===== src/rtl/vga_pkg.sv =====
// Shared types, constants and the nibble-to-ASCII helper for the VGA hex writer.
// Optional macro VGA_HEX_PREFIX_EN adds a "0x" prefix to every burst (NCHAR=10).
package vga_pkg;

  localparam int unsigned CHAR_ADDR_W = 12;
  localparam logic [7:0]  ASCII_0     = 8'h30;
  localparam logic [7:0]  ASCII_A     = 8'h41;
  localparam logic [7:0]  ASCII_X     = 8'h78;

`ifdef VGA_HEX_PREFIX_EN
  localparam int unsigned NCHAR = 10;
`else
  localparam int unsigned NCHAR = 8;
`endif

  typedef enum logic {IDLE, EMIT} state_e;

  typedef struct packed {
    logic [CHAR_ADDR_W-1:0] addr;
    logic [31:0]            value;
  } req_t;

  function automatic logic [7:0] hex_char(input logic [3:0] nib);
    if (nib < 4'd10) return ASCII_0 + {4'h0, nib};
    else             return ASCII_A + {4'h0, nib - 4'd10};
  endfunction

endpackage


===== src/rtl/vga_req_fifo.sv =====
// Synchronous request FIFO with asynchronous active-high reset.
// Full/empty depend only on the occupancy count, so a pop never frees a slot for a same-cycle push.
module vga_req_fifo #(
  parameter int unsigned DEPTH = 4,
  parameter int unsigned WIDTH = 44
) (
  input  logic             clk,
  input  logic             rst,
  input  logic             push_i,
  input  logic             pop_i,
  input  logic [WIDTH-1:0] data_i,
  output logic             full_o,
  output logic             empty_o,
  output logic [WIDTH-1:0] head_o
);

  localparam int unsigned PtrW = (DEPTH > 1) ? $clog2(DEPTH) : 1;
  localparam int unsigned CntW = PtrW + 1;

  logic [WIDTH-1:0] mem_q [DEPTH];
  logic [PtrW-1:0]  wr_q, wr_d, rd_q, rd_d;
  logic [CntW-1:0]  count_q, count_d;
  logic             do_push, do_pop;

  assign full_o  = (count_q == CntW'(DEPTH));
  assign empty_o = (count_q == '0);
  assign do_push = push_i && !full_o;
  assign do_pop  = pop_i && !empty_o;
  assign head_o  = mem_q[rd_q];

  always_comb begin
    wr_d    = do_push ? wr_q + PtrW'(1) : wr_q;
    rd_d    = do_pop  ? rd_q + PtrW'(1) : rd_q;
    count_d = count_q;
    unique case ({do_push, do_pop})
      2'b10:   count_d = count_q + CntW'(1);
      2'b01:   count_d = count_q - CntW'(1);
      default: count_d = count_q;
    endcase
  end

  always_ff @(posedge clk or posedge rst) begin
    if (rst) begin
      wr_q    <= '0;
      rd_q    <= '0;
      count_q <= '0;
    end else begin
      wr_q    <= wr_d;
      rd_q    <= rd_d;
      count_q <= count_d;
    end
  end

  always_ff @(posedge clk) begin
    if (do_push) mem_q[wr_q] <= data_i;
  end

endmodule


===== src/rtl/vga_hex_writer.sv =====
// Renders queued 32-bit values as hex text bursts into the VGA character buffer write port.
// Define VGA_HEX_PREFIX_EN to prefix each burst with "0x".
module vga_hex_writer
  import vga_pkg::*;
#(
  parameter int unsigned FIFO_DEPTH = 4,
  parameter int unsigned ADDR_W     = CHAR_ADDR_W
) (
  input  logic              clk,
  input  logic              rst,
  input  logic              req_valid,
  output logic              req_ready,
  input  logic [ADDR_W-1:0] req_addr,
  input  logic [31:0]       req_value,
  output logic              wen,
  output logic [ADDR_W-1:0] w_addr,
  output logic [7:0]        w_data,
  output logic              busy
);

  localparam int unsigned EntryW  = ADDR_W + 32;
  localparam logic [3:0]  LastCnt = 4'(NCHAR - 1);

  logic              full, empty, pop;
  logic [EntryW-1:0] head;
  logic [ADDR_W-1:0] head_addr;
  logic [31:0]       head_value;

  state_e            state_q, state_d;
  logic [3:0]        cnt_q, cnt_d;
  logic [31:0]       value_q, value_d;
  logic [ADDR_W-1:0] addr_q, addr_d;
  logic              wen_q, wen_d;
  logic [7:0]        data_q, data_d;
  logic              shift_en;

  vga_req_fifo #(
    .DEPTH (FIFO_DEPTH),
    .WIDTH (EntryW)
  ) u_fifo (
    .clk     (clk),
    .rst     (rst),
    .push_i  (req_valid),
    .pop_i   (pop),
    .data_i  ({req_addr, req_value}),
    .full_o  (full),
    .empty_o (empty),
    .head_o  (head)
  );

  assign head_addr  = head[EntryW-1:32];
  assign head_value = head[31:0];

`ifdef VGA_HEX_PREFIX_EN
  // Digits start at cnt==2; hold the shifter through the two prefix characters.
  assign shift_en = (cnt_q >= 4'd2);
`else
  assign shift_en = 1'b1;
`endif

  always_comb begin
    state_d = state_q;
    cnt_d   = cnt_q;
    value_d = value_q;
    addr_d  = addr_q;
    wen_d   = 1'b0;
    data_d  = data_q;
    pop     = 1'b0;

    unique case (state_q)
      IDLE: pop = !empty;
      EMIT: begin
        if (cnt_q == LastCnt) begin
          if (!empty) pop = 1'b1;
          else        state_d = IDLE;
        end else begin
          cnt_d   = cnt_q + 4'd1;
          addr_d  = addr_q + ADDR_W'(1);
          value_d = shift_en ? {value_q[27:0], 4'h0} : value_q;
          wen_d   = 1'b1;
          data_d  = hex_char(value_d[31:28]);
`ifdef VGA_HEX_PREFIX_EN
          if (cnt_q == 4'd0) data_d = ASCII_X;
`endif
        end
      end
      default: state_d = IDLE;
    endcase

    // Loading registers the first character so bursts chain with no idle cycle.
    if (pop) begin
      state_d = EMIT;
      cnt_d   = 4'd0;
      value_d = head_value;
      addr_d  = head_addr;
      wen_d   = 1'b1;
`ifdef VGA_HEX_PREFIX_EN
      data_d  = ASCII_0;
`else
      data_d  = hex_char(head_value[31:28]);
`endif
    end
  end

  always_ff @(posedge clk or posedge rst) begin
    if (rst) begin
      state_q <= IDLE;
      cnt_q   <= 4'd0;
      value_q <= 32'h0;
      addr_q  <= '0;
      wen_q   <= 1'b0;
      data_q  <= 8'h0;
    end else begin
      state_q <= state_d;
      cnt_q   <= cnt_d;
      value_q <= value_d;
      addr_q  <= addr_d;
      wen_q   <= wen_d;
      data_q  <= data_d;
    end
  end

  assign wen       = wen_q;
  assign w_addr    = addr_q;
  assign w_data    = data_q;
  assign req_ready = !full;
  assign busy      = !empty || (state_q == EMIT);

endmodule


===== config.mk =====
export PLATFORM = sky130hd
export DESIGN_NAME = vga_hex_writer
export DESIGN_NICKNAME = d
export VERILOG_FILES = /design/src/rtl/vga_pkg.sv /design/src/rtl/vga_req_fifo.sv /design/src/rtl/vga_hex_writer.sv
export SDC_FILE = /design/constraint.sdc
export NUM_CORES = 1
export LEC_CHECK = 0
export CAP_MARGIN = 10
export CORE_UTILIZATION = 46
export DETAILED_ROUTE_END_ITERATION = 10
export PLACE_DENSITY = 0.66
export SETUP_SLACK_MARGIN = 0.02
export SLEW_MARGIN = 15
export SYNTH_ARGS = -nofsm -noshare
export SYNTH_HDL_FRONTEND = slang
export SYNTH_SLANG_ARGS = --single-unit

===== constraint.sdc =====
create_clock -name clk -period 2.9 [get_ports clk]
set_input_delay 0.29 -clock clk [delete_from_list [all_inputs] [get_ports clk]]
set_output_delay 0.29 -clock clk [all_outputs]
set_load 0.005 [all_outputs]

==> impl_metrics.tcl, run 1 <==
set metrics [dict create \
    outcome "finished, final reports clean" \
    worst_setup_path_start_kind "flop" \
    nNetsFinal 732 \
    synthesis.area_mm2 0.00948 \
    die_area_mm2 0.0212 \
    routed_wl_um 18200 \
    endpoint_kind "primary output" \
    overflow 0 \
    grt_max_degree 61 \
    seq_power_share 0.441 \
    min_period_over_period 0.867 \
    antenna_cells 0 \
    routabilityCongestion 0.848 \
    cts_hold_buf 0 \
    utilization 0.557 \
    dp.cells 917 \
    clk_pin_slew_ps 60 \
    postSynthAreaPerCell_um2 16.0 \
    rows 52 \
    nFillCells 1594 \
    synth_edf_count 176 \
    cp_max_fo 47 \
    fmaxAchievable_mhz 398 \
    p_comb_frac 0.315 \
    swShare 0.315 \
    io_pins 70 \
    grt_pass1_vias 5646 \
    pwr-share-clk 0.243 \
    skew_ps 27.3 \
    synth_seq_cells 236 \
    numCtsBuffers 24 \
    drive_gt1_frac 0.151 \
    multi_input_area_mm2 0.00247 \
    peakVddDrop_mv 0.509 \
    insertion_delay_ps 530 \
    finalSetupViolCount 0 \
    synth.distinct_cells 50 \
    finalPower_mw 11.4 \
    core_area_mm2 0.0202 \
    die_x_um 146 \
    synth_nets 653 \
    clk_path_buf_depth 3 \
    dieHeight_um 146 \
    power.density_mw_per_mm2 1010 \
    antenna_found_initial 0 \
    required_ps 2610 \
    vias 5303 \
    grt_pass1_wl_um 30000 \
    cp.arrival_ps 2220 \
    first_pass_iters 4 \
    synth_flop_cell "edfxtp_1" \
    instances_no_fill 960 \
    place.port_buffers 68 \
    cts_tree "done" \
    drtIter0Drc 325 \
    relSlewSlack 0.578 \
    cts_resized 0 \
    seqCellArea_mm2 0.00679 \
    synth_warnings 0 \
    final_antenna_net_count 0 \
    grtUsageTotal 0.181 \
    hold_violations 0 \
    htreeDepth 1 \
    tightest_slew_ps 632 \
    remaining_drc_errors 0 \
    hp-class "in2async" \
    crit_type "reg2out" \
    synthArstFlopShare 0.254 \
    fin_setup_tns_ps 0 \
    p_switching_mw 3.58 \
    dpl.hpwl_um 10900 \
    via_per_inst 5.52 \
    synth_cells 594 \
    syn_to_final_growth_pct 18.9 \
    final_common_cell "edfxtp_1" \
    drv_cap 0 \
    post_cts_buffers 0 \
    start_util 0.469 \
    fin_ws_ps 387 \
    leakage_nw 4.01 \
    drt-wirelength-per-cell_um 18.9 \
    final_cell_mix "edfxtp_1 (176), nand2_1 (69), clkdlybuf4s50_1 (68), dfrtp_1 (58), mux4_2 (44)" \
    ys_seq_area_frac 0.716 \
    internal_power_mw 7.79 \
    rsz0062_at_grt "no" \
    finalCriticalPeriod_ps 2510 \
    final_max_slew_viol_count 0 \
    clockRootBuffer "clkbuf_16" \
    pre_cts_ws_ps 739 \
    cts.sinks 236 \
]
==> final timing paths <==
check | startpoint | end | slack [ps] | cells after the start
setup / recovery | u_fifo.count_q[2] | busy | 390 | 4
hold / removal | rst | u_fifo.wr_q[0] | 150 | 3
setup reg to reg | cnt_q[0] | u_fifo.count_q[2] | 730 | 9
hold reg to reg | value_q[1] | value_q[1] | 530 | 2
max in group asynchronous | rst | u_fifo.rd_q[1] | 2440 | 3
min in group clk | req_value[6] | u_fifo.mem_q[2][6] | 390 | 1
==> critical path, stage by stage, from the launching register on <==
cell and delay [ps]:
dfrtp_1 420, nor3_2 270, buf_4 470, nand2_1 100
clkdlybuf4s50_1 450
==> logic make-up (layout without fill, tap and decap cells) <==
family                   after synthesis  in the layout  synth area share
other                                  1              1          0.000396
adder cells (fa/ha/maj)               12             12            0.0166
AO/OA/AOI/OAI                         86             86            0.0571
AND/OR/NAND/NOR                      148            148            0.0690
XOR/XNOR                               9              9           0.00831
buffers and inverters                 55            151            0.0249
flip-flops                           236            236             0.716
multiplexers                          47             47             0.108
==> stage by stage <==
stage	hold WS [ps]	cell area (um^2)
6_report	146	11300
5_1_grt	178	11300
4_1_cts	157	11300
3_5_place_dp	522	10600
3_3_place_gp	506	10600
2_1_floorplan	389	9480
==> per-layer routing <==
| metal | track usage | share of wire | vias to the layer above |
|---|---|---|---|
| met5 | 0 | 0 | - |
| met4 | 0.0537 | 0.023 | 0 |
| met3 | 0.0279 | 0.051 | 41 |
| met2 | 0.310 | 0.51 | 146 |
| met1 | 0.240 | 0.42 | 2693 |
| li1 | - | - | 2423 |
==> flip-flops by register name, indices dropped and copies added (netlist names) <==
register        flops
u_fifo.rd_q         2
u_fifo.count_q      3
wen                 1
w_data              7
u_fifo.wr_q         2
cnt_q               4
state_q             1
value_q            28
u_fifo.mem_q      176
w_addr             12
==> power groups by stage <==
stage	sequential (mW)	clock, mW	combinational (mW)
3_3_place_gp	5.03	0	3.56
6_report	5.02	2.77	3.58
2_1_floorplan	4.93	0	2.52
3_5_place_dp	5.09	0	3.64
4_1_cts	5.02	2.85	3.66
5_1_grt	5.11	2.96	3.98
==> cell type report <==
class,count,area share
flip-flops and latches,236,0.602
multi-input cells,303,0.219
repair buffers,82,0.0764
clock buffers,33,0.0572
well taps,270,0.0300
inverters,26,0.00866
clock inverters,10,0.00611
==> Yosys cell counts, drive strengths merged, types with 11 or more instances <==
master  number  area [um^2]
edfxtp     176         5290
inv         26         97.6
dfrtp       60         1500
ha          11          138
a31oi       27          169
a21oi       20          115
clkbuf      12         45.0
mux4        44          991
buf         17         93.8
nor3        13         65.1
o21ai       20          104
nor2        33          126
nand2       70          263
No activity file was read; power rests on OpenSTA's default activity.
==> inputs of run 2 (changes only) <==
CELL_PAD_IN_SITES_DETAIL_PLACEMENT = 1   (was unset)
CELL_PAD_IN_SITES_GLOBAL_PLACEMENT = 2   (was unset)
CORE_UTILIZATION = 43   (was 46)
PLACE_DENSITY = 0.8   (was 0.66)
SETUP_SLACK_MARGIN = 0.3   (was 0.02)
==> impl_metrics.tcl, run 2 (synthesized netlist as in run 1, its figures left out) <==
set metrics [dict create \
    power.density_mw_per_mm2 1060 \
    reg2reg_to "u_fifo.count_q[2]" \
    nFillCells 1970 \
    hold_violations 0 \
    cts_hold_buf 0 \
    required_ps 2610 \
    die_x_um 150 \
    final_antenna_net_count 0 \
    drt-wirelength-per-cell_um 21.1 \
    final_max_slew_viol_count 0 \
    syn_to_final_growth_pct 21.1 \
    cts.sinks 236 \
    final_cell_area_mm2 0.0115 \
    clk_pin_slew_ps 50 \
    fin_setup_tns_ps 0 \
    grtUsageTotal 0.193 \
    instances_no_fill 972 \
    die_area_mm2 0.0226 \
    cpPeakStageDelay_ps 450 \
    dieHeight_um 150 \
    rsz0062_at_grt "no" \
    post_cts_buffers 0 \
    largest_register_ffs 176 \
    min_period_over_period 0.843 \
    antenna_cells 0 \
    crit_type "reg2out" \
    clk_path_buf_depth 3 \
    grt_max_degree 61 \
    first_pass_iters 4 \
    largest-register "u_fifo.mem_q" \
    relSlewSlack 0.539 \
    peakVddDrop_mv 0.609 \
    outcome "finished, final reports clean" \
    io_pins 70 \
    endpoint_kind "primary output" \
    tightest_slew_ps 691 \
    skew_ps 8.35 \
    final_common_cell "edfxtp_1" \
    cp_cell_sequence "nor3_2 > buf_6 > nand2_1 > clkdlybuf4s50_1" \
    routed_wl_um 20500 \
    start_util 0.445 \
    via_per_inst 5.50 \
    rows 53 \
    r2r_cells 9 \
    r2r_slack_ps 640 \
    worst_setup_path_start_kind "flop" \
    clockRootBuffer "clkbuf_16" \
    crit_buf_inv 2 \
    core_area_mm2 0.0213 \
    nNetsFinal 737 \
    routabilityCongestion 0.800 \
    insertion_delay_ps 510 \
    hp-class "in2async" \
    place.port_buffers 68 \
    finalCriticalPeriod_ps 2450 \
    leakage_nw 4.12 \
    numCtsBuffers 27 \
    vias 5343 \
    htreeDepth 1 \
    place_area_mm2 0.0106 \
    drv_cap 0 \
    dpl.hpwl_um 12300 \
    fmaxAchievable_mhz 409 \
    dp.cells 924 \
    finalPower_mw 12.2 \
    slowest_stage "clkdlybuf4s50_1" \
    cp.arrival_ps 2160 \
    cts_resized 1 \
    grt_pass1_vias 5897 \
    remaining_drc_errors 0 \
    antenna_found_initial 0 \
    cp_max_fo 47 \
    finalSetupViolCount 0 \
    cp_top_family "buffers and inverters" \
    grt_pass1_wl_um 33000 \
    r2r_start "cnt_q[0]" \
    overflow 0 \
    final_cell_mix "edfxtp_1 (176), nand2_1 (69), clkdlybuf4s50_1 (68), dfrtp_1 (58), mux4_2 (44)" \
    drive_gt1_frac 0.165 \
    drtIter0Drc 360 \
    hold_ws_ps 166 \
    cts_tree "done" \
]
-- run 2: changes by cell type in the layout (fill, tap and decap cells not counted), moves of 2 or more --
cell       previous run  this run
clkbuf_16            24        28
clkbuf_8              1         5
bufinv_16             0         3
clkinv_1              5         2
clkinv_2              4         1
buf_4                 8        10
-- run 2: per-layer routing --
layer,part of all wire,global-route usage
met1,0.42,0.247
met2,0.51,0.339
met3,0.037,0.0282
met4,0.029,0.0571
met5,0,0
-- run 2: how the worst max path moves through the flow --
stage                      start  slack (ps)           endpoint  depth (start not counted)
2_1_floorplan           cnt_q[0]         710  u_fifo.count_q[2]                          9
3_3_place_gp            cnt_q[0]         800  u_fifo.count_q[2]                          9
3_5_place_dp            cnt_q[0]         660  u_fifo.count_q[2]                          9
4_1_cts        u_fifo.count_q[2]         410               busy                          4
5_1_grt        u_fifo.count_q[2]         340               busy                          4
6_report       u_fifo.count_q[2]         450               busy                          4
-- run 2: area by class of cell --
class                      count  area, um^2  area share
clock buffer                  40         796      0.0693
sequential                   236        6790       0.591
multi-input combinational    303        2470       0.215
timing repair buffer          84         867      0.0755
clock inverter                 8         119      0.0104
inverter                      26        97.6     0.00850
tap                          275         344      0.0300
-- run 2: per-stage QoR --
step / utilization / setup slack, ps
3_3_place_gp: 0.496 / 798
5_1_grt: 0.539 / 341
6_report: 0.539 / 454
3_5_place_dp: 0.496 / 657
2_1_floorplan: - / 706
4_1_cts: 0.539 / 410
-- run 2: power breakdown --
part	switching [mW]	total [mW]	internal, mW
registers	0.528	5.09	4.56
logic	1.98	3.66	1.68
clock network	1.27	3.42	2.15
total	3.77	12.2	8.40
-- run 2: worst reg2reg max path, cell delays in order (launching register included) --
cell	delay, ps
dfrtp_1	380
ha_1	240
nand3b_1	220
a21oi_2	230
ha_1	220
inv_1	70
fa_1	380
xor2_1	150
nor2_1	110
xor2_1	170
